--- config.mk ---
export PLATFORM = sky130hd
export DESIGN_NAME = if1_fetch_ctrl_flat
export DESIGN_NICKNAME = d
export VERILOG_FILES = /design/src/rtl/if1_fetch_ctrl_if.sv /design/src/rtl/if1_fetch_ctrl.sv /design/src/flat_wrapper.sv
export SDC_FILE = /design/constraint.sdc
export NUM_CORES = 1
export LEC_CHECK = 0
export BUFFER_PORTS_ARGS = -buffer_cell sky130_fd_sc_hd__buf_2
export CORE_AREA = 2 2 179 181
export DETAILED_ROUTE_END_ITERATION = 10
export DIE_AREA = 0 0 181 183
export PLACE_DENSITY = 0.75
export SYNTH_ARGS = -nofsm -noshare
export SYNTH_HDL_FRONTEND = slang
export SYNTH_SLANG_ARGS = --single-unit
--- constraint.sdc ---
create_clock -name clk -period 5.6 [get_ports clk]
set_input_delay 0.28 -clock clk [delete_from_list [all_inputs] [get_ports clk]]
set_output_delay 0.28 -clock clk [all_outputs]
set_load 0.005 [all_outputs]
--- src/rtl/if1_fetch_ctrl_if.sv ---
// Bundles the I-cache request/response channel and the IB write port
// of the IF1 fetch controller.
interface if1_fetch_ctrl_if #(
  parameter int IB_WIDTH_LOG2  = 4,
  parameter int IB_DATA_BUS_WD = 65
);
  logic                          icache_req_valid;
  logic                          icache_req_ready;
  logic [31:0]                   icache_req_addr;
  logic                          icache_rsp_valid;
  logic [127:0]                  icache_rsp_data;
  logic [4*IB_DATA_BUS_WD-1:0]   if1_to_ib;
  logic [2:0]                    push_num;
  logic [IB_WIDTH_LOG2:0]        if_bf_sz;

  modport master (
    output icache_req_valid, icache_req_addr, if1_to_ib, push_num,
    input  icache_req_ready, icache_rsp_valid, icache_rsp_data, if_bf_sz
  );

  modport slave (
    input  icache_req_valid, icache_req_addr, if1_to_ib, push_num,
    output icache_rsp_valid, icache_rsp_data, icache_req_ready, if_bf_sz
  );
endinterface

--- src/rtl/if1_fetch_ctrl.sv ---
// IF1 fetch controller: one outstanding aligned 16-byte I-cache fetch at a time,
// unpacks the returned line into up to four IB entries when the IB has room.
module if1_fetch_ctrl #(
  parameter int          IB_WIDTH       = 16,
  parameter int          IB_WIDTH_LOG2  = 4,
  parameter int          IB_DATA_BUS_WD = 65,
  parameter logic [31:0] RESET_PC       = 32'h1c00_0000
) (
  input  logic                 clk,
  input  logic                 rst,
  input  logic                 flush,
  input  logic [31:0]          redirect_pc,
  if1_fetch_ctrl_if.master     bus
);

  typedef enum logic [2:0] {IDLE, REQ, WAIT, PUSH, DROP} state_t;

  localparam logic [IB_WIDTH_LOG2:0] IB_DEPTH = (IB_WIDTH_LOG2 + 1)'(IB_WIDTH);

  state_t                        state_q, state_d;
  logic [31:0]                   pc_q, pc_d;
  logic [127:0]                  line_q, line_d;
  logic [31:0]                   line_base;
  logic [2:0]                    n_avail;
  logic [IB_WIDTH_LOG2:0]        space;
  logic                          fits;
  logic                          req_hs;
  logic [2:0]                    push_n;
  logic [4*IB_DATA_BUS_WD-1:0]   ib_bus;

  assign line_base = pc_q & 32'hffff_fff0;
  assign n_avail   = 3'd4 - {1'b0, pc_q[3:2]};
  // Wraps to a large value if occupancy were ever illegal; the assertion below guards that.
  assign space     = IB_DEPTH - bus.if_bf_sz;
  assign fits      = (IB_WIDTH_LOG2 + 1)'(n_avail) <= space;
  assign req_hs    = (state_q == REQ) && bus.icache_req_ready;

  // NOTE: every variable written here gets a default first, so no path leaves
  // one unassigned and no latch is inferred.
  always_comb begin
    state_d = state_q;
    pc_d    = pc_q;
    line_d  = line_q;
    push_n  = '0;
    if (flush) begin
      pc_d = redirect_pc & 32'hffff_fffc;
      case (state_q)
        IDLE, PUSH: begin
          state_d = REQ;
          line_d  = '0;
        end
        REQ:     state_d = req_hs ? DROP : REQ;
        WAIT:    state_d = bus.icache_rsp_valid ? REQ : DROP;
        DROP:    state_d = bus.icache_rsp_valid ? REQ : DROP;
        default: state_d = IDLE;
      endcase
    end else begin
      case (state_q)
        IDLE: state_d = REQ;
        REQ:  if (req_hs) state_d = WAIT;
        WAIT: if (bus.icache_rsp_valid) begin
          line_d  = bus.icache_rsp_data;
          state_d = PUSH;
        end
        PUSH: if (fits) begin
          push_n  = n_avail;
          pc_d    = line_base + 32'd16;
          state_d = REQ;
        end
        DROP:    if (bus.icache_rsp_valid) state_d = REQ;
        default: state_d = IDLE;
      endcase
    end
  end

  // Entry j takes word pc[3:2]+j of the line; the offset never wraps for j < push_n.
  always_comb begin
    logic [1:0] off;
    ib_bus = '0;
    off    = '0;
    for (int j = 0; j < 4; j++) begin
      off = pc_q[3:2] + 2'(j);
      if (3'(j) < push_n)
        ib_bus[j*IB_DATA_BUS_WD +: IB_DATA_BUS_WD] =
          {1'b1, line_base[31:4], off, 2'b00, line_q[{off, 5'b0} +: 32]};
    end
  end

  // NOTE: state uses non-blocking assignments so every flop samples the
  // pre-edge values regardless of block ordering.
  always_ff @(posedge clk or posedge rst) begin
    if (rst) begin
      state_q <= IDLE;
      pc_q    <= RESET_PC;
      // NOTE: the line buffer is a plain register, not a memory, so it is
      // reset along with the rest of the state.
      line_q  <= '0;
    end else begin
      state_q <= state_d;
      pc_q    <= pc_d;
      line_q  <= line_d;
    end
  end

  assign bus.icache_req_valid = (state_q == REQ);
  assign bus.icache_req_addr  = line_base;
  assign bus.push_num         = push_n;
  assign bus.if1_to_ib        = ib_bus;

`ifndef SYNTHESIS
  a_bf_sz_legal: assert property (@(posedge clk) disable iff (rst)
    bus.if_bf_sz <= IB_DEPTH);
  a_rsp_expected: assert property (@(posedge clk) disable iff (rst)
    bus.icache_rsp_valid |-> (state_q == WAIT || state_q == DROP));
`endif

endmodule

--- src/flat_wrapper.sv ---
// flat-port wrapper written by rule: the top's interface ports become plain ports
module if1_fetch_ctrl_flat 
#(
  parameter int          IB_WIDTH       = 16,
  parameter int          IB_WIDTH_LOG2  = 4,
  parameter int          IB_DATA_BUS_WD = 65,
  parameter logic [31:0] RESET_PC       = 32'h1c00_0000
)
  (clk, rst, flush, redirect_pc, bus_icache_req_valid, bus_icache_req_addr, bus_if1_to_ib, bus_push_num, bus_icache_req_ready, bus_icache_rsp_valid, bus_icache_rsp_data, bus_if_bf_sz);
  if1_fetch_ctrl_if #(.IB_WIDTH_LOG2(IB_WIDTH_LOG2), .IB_DATA_BUS_WD(IB_DATA_BUS_WD)) bus_i ();
  input  logic clk;
  input  logic rst;
  input  logic flush;
  input  logic [31:0] redirect_pc;
  output wire logic [$bits(bus_i.icache_req_valid)-1:0] bus_icache_req_valid;
  output wire logic [$bits(bus_i.icache_req_addr)-1:0] bus_icache_req_addr;
  output wire logic [$bits(bus_i.if1_to_ib)-1:0] bus_if1_to_ib;
  output wire logic [$bits(bus_i.push_num)-1:0] bus_push_num;
  input wire logic [$bits(bus_i.icache_req_ready)-1:0] bus_icache_req_ready;
  input wire logic [$bits(bus_i.icache_rsp_valid)-1:0] bus_icache_rsp_valid;
  input wire logic [$bits(bus_i.icache_rsp_data)-1:0] bus_icache_rsp_data;
  input wire logic [$bits(bus_i.if_bf_sz)-1:0] bus_if_bf_sz;
  assign bus_icache_req_valid = bus_i.icache_req_valid;
  assign bus_icache_req_addr = bus_i.icache_req_addr;
  assign bus_if1_to_ib = bus_i.if1_to_ib;
  assign bus_push_num = bus_i.push_num;
  assign bus_i.icache_req_ready = bus_icache_req_ready;
  assign bus_i.icache_rsp_valid = bus_icache_rsp_valid;
  assign bus_i.icache_rsp_data = bus_icache_rsp_data;
  assign bus_i.if_bf_sz = bus_if_bf_sz;
  if1_fetch_ctrl #(.IB_WIDTH(IB_WIDTH), .IB_WIDTH_LOG2(IB_WIDTH_LOG2), .IB_DATA_BUS_WD(IB_DATA_BUS_WD), .RESET_PC(RESET_PC)) u_core (.clk(clk), .rst(rst), .flush(flush), .redirect_pc(redirect_pc), .bus(bus_i));
endmodule
==> impl_metrics.json <==
{
  "period_minus_slack_ps": 4610,
  "hold_viol": 0,
  "required_ps": 5320,
  "area_delta_synth_final_pct": 25.5,
  "clock_skew_ps": 15.0,
  "worstSetupPathType": "reg -> out",
  "postSynthCellCount": 1099,
  "fp.dieH_um": 183,
  "crit_buf_inv": 4,
  "worst_hold_path_type": "in -> reg",
  "grt_use_met1_pct": 27.8,
  "setup_violations": 0,
  "ys_types": 53,
  "yosysTopAreaCell": "dfrtp_1",
  "clkTransAtPathRegs_ps": 80,
  "dp_cells": 1835,
  "dr.pass1.iters": 5,
  "die_area_um2": 33100,
  "crit_fanout": 41,
  "worst_slack_ps": 995,
  "reg2reg_depth": 9,
  "design_area_um2": 14300,
  "wl_per_cell_um": 21.8,
  "final_max_slew_viol_count": 0,
  "leakagePower_nw": 7.08,
  "yosys_warnings": 0,
  "ys_top_cells_by_count": "182 x and2_1, 158 x dfrtp_1, 128 x a22o_1, 82 x clkbuf_1, 82 x mux4_2",
  "min_to": "u_core.pc_q[12]",
  "crit_arrival_ps": 4330,
  "tightestPinTransition_ps": 1100,
  "yosysMostFrequentCell": "and2_1",
  "reg2reg_from": "u_core.pc_q[3]",
  "cts_resized": 0,
  "dpl.hpwl_um": 29000,
  "async_reset_ff_share_pct": 100,
  "clock.fmax_mhz": 217,
  "use_met2_pct": 42.5,
  "synth_flop_cell": "dfrtp_1",
  "place_ws_ps": 1400,
  "clock_sinks": 161,
  "ys_ff_latch": 161,
  "grt_max_degree": 87,
  "slowest_stage": "dfrtp_4",
  "whs_path_depth": 3,
  "gr-max-usage-layer": "met2",
  "p_total_mw": 4.07,
  "min-delay-start": "redirect_pc[12]",
  "startpoint_type": "register",
  "drive_gt1_share_pct": 43.0,
  "syn_area_um2": 11400,
  "nNetsFinal": 1629,
  "cts_buffers": 17,
  "status": "completed",
  "coreArea_um2": 31200,
  "gp_congestion": 0.865,
  "critical_path.top_delay_family": "buffers and inverters",
  "cts_root_buf": "clkbuf_16",
  "wirelength_um": 40900,
  "drv_cap": 0,
  "synth_edf_count": 0,
  "drt_first_iter_violations": 726,
  "cts_tree": "yes",
  "yosys.area.top_type_share_pct": 34.6,
  "finalNonFillerCells": 1874,
  "rrSetupSlack_ps": 2090,
  "first_global_vias": 10270,
  "grt_use_met3_pct": 6.41,
  "rsz0062_at_grt": "false",
  "overflow": 0,
  "r2r_end": "u_core.pc_q[16]",
  "crit_path_end_kind": "primary output",
  "synth_area_leaders": "dfrtp_1 35%, mux4_2 16%, and2_1 10%, a22o_1 9.8%, buf_4 2.8%",
  "grt_pass1_wl_um": 61300,
  "place_area_um2": 13700,
  "viasPerCell": 5.69,
  "boundaryPins": 466,
  "tns_ps": 0,
  "slew_headroom_pct": 26.5,
  "avgSynthCellArea_um2": 10.4,
  "die_w_um": 181,
  "detail-route-antenna-nets": 0,
  "numPortBuffers": 451,
  "crit_chain": "inv_1, ha_4, ha_1, a211oi_2, buf_4, o311ai_4, or2_2, inv_2, and2_1, buf_2",
  "slowest_delay_ps": 690,
  "fin_crit_sh_pct": 82.2,
  "ir_drop_uv": 219,
  "p_per_area_nw_per_um2": 284,
  "drc": 0,
  "ys_seq_area_share_pct": 35.3,
  "cts_buffer_depth": 2,
  "antenna_found_initial": 10,
  "initial_core_util_pct": 36.6,
  "path_depth": 10,
  "grt_usage_pct": 24.3,
  "num_vias": 10672,
  "holdWs_ps": 61.2,
  "htree_levels": 4,
  "utilization_pct": 45.9,
  "worstSkewPairLatency_ps": 430,
  "rows": 65
}
[cells by family (layout without fill, tap and decap cells)]
kind of cell / after synthesis / count (layout) / share of synthesized area (%)
DFF: 161 / 161 / 35.3
other: 1 / 18 / 0.0328
buffers and inverters: 165 / 521 / 6.99
xor gates and xnor gates: 10 / 10 / 0.767
AOI/OAI and AO/OA: 246 / 246 / 17.4
muxes: 129 / 129 / 20.5
adders and majority gates: 6 / 6 / 0.657
and+or+nand+nor: 381 / 381 / 18.4
[per-layer routing]
layer | wire length (µm) | part of all wire (%) | vias to the layer above
li1 | - | - | 4736
met1 | 14800 | 36 | 5259
met2 | 21100 | 52 | 582
met3 | 3430 | 8.4 | 87
met4 | 1550 | 3.8 | 8
met5 | 50 | 0.12 | -
[power breakdown]
part	total, mW	internal (mW)	switching, mW
logic	1.22	0.566	0.650
registers	1.60	1.34	0.260
clock network	1.26	0.714	0.546
total	4.07	2.62	1.46
[area by class of cell]
cell class,instances,area [µm²]
inverter,17,68.8
clock buffer,19,433
fill,2988,16900
multi-input combinational,784,6690
clock inverter,13,175
timing repair buffer,472,2420
antenna,6,15.0
sequential,161,4040
tap,402,503
[state kept, by name (all words and copies together), names as in the netlist]
name / flops
u_core.state_q: 3
u_core.line_q: 128
u_core.pc_q: 30
[worst register-to-register path, delay by kind of cell (launching register included)]
family	cells	cell delay, ps
buf+inv	2	350
compound gates	4	1340
simple gates	1	90
fa+ha+maj	2	960
flops	1	690
[cell usage in the layout (no fill, tap or decap), types with 4 or more instances in the layout]
master / count
buf_2: 451
and2_1: 182
dfrtp_1: 156
a22o_1: 128
mux4_2: 82
nor2_1: 77
nand2_1: 49
o21ai_0: 29
mux2i_1: 24
a211oi_1: 24
mux2_2: 23
o31a_1: 23
buf_4: 20
a31oi_1: 18
nor3_1: 17
clkbuf_16: 17
inv_1: 15
or3_1: 14
conb_1: 12
nand3_1: 8
xor2_1: 8
or4_1: 7
diode_2: 6
o31ai_1: 6
nand4_1: 5
inv_6: 5
ha_1: 5
o311ai_0: 4
[worst max-delay path by stage]
stage / from / endpoint / slack, ps
after detailed placement: u_core.pc_q[3] / bus_if1_to_ib[226] / 1400
after floorplan: rst / u_core.line_q[0] / 980
after global routing: u_core.pc_q[3] / bus_if1_to_ib[226] / 680
after global placement: u_core.pc_q[3] / bus_if1_to_ib[226] / 1480
final: u_core.pc_q[3] / bus_if1_to_ib[226] / 990
after CTS: u_core.pc_q[3] / bus_if1_to_ib[226] / 920
[repair_timing]
item | 4_1_cts | 5_1_grt
hold endpoints to repair | 39 | 0
setup buffers | 0 | 0
hold buffers | 1 | 0
(Power assumes the default switching activity.)
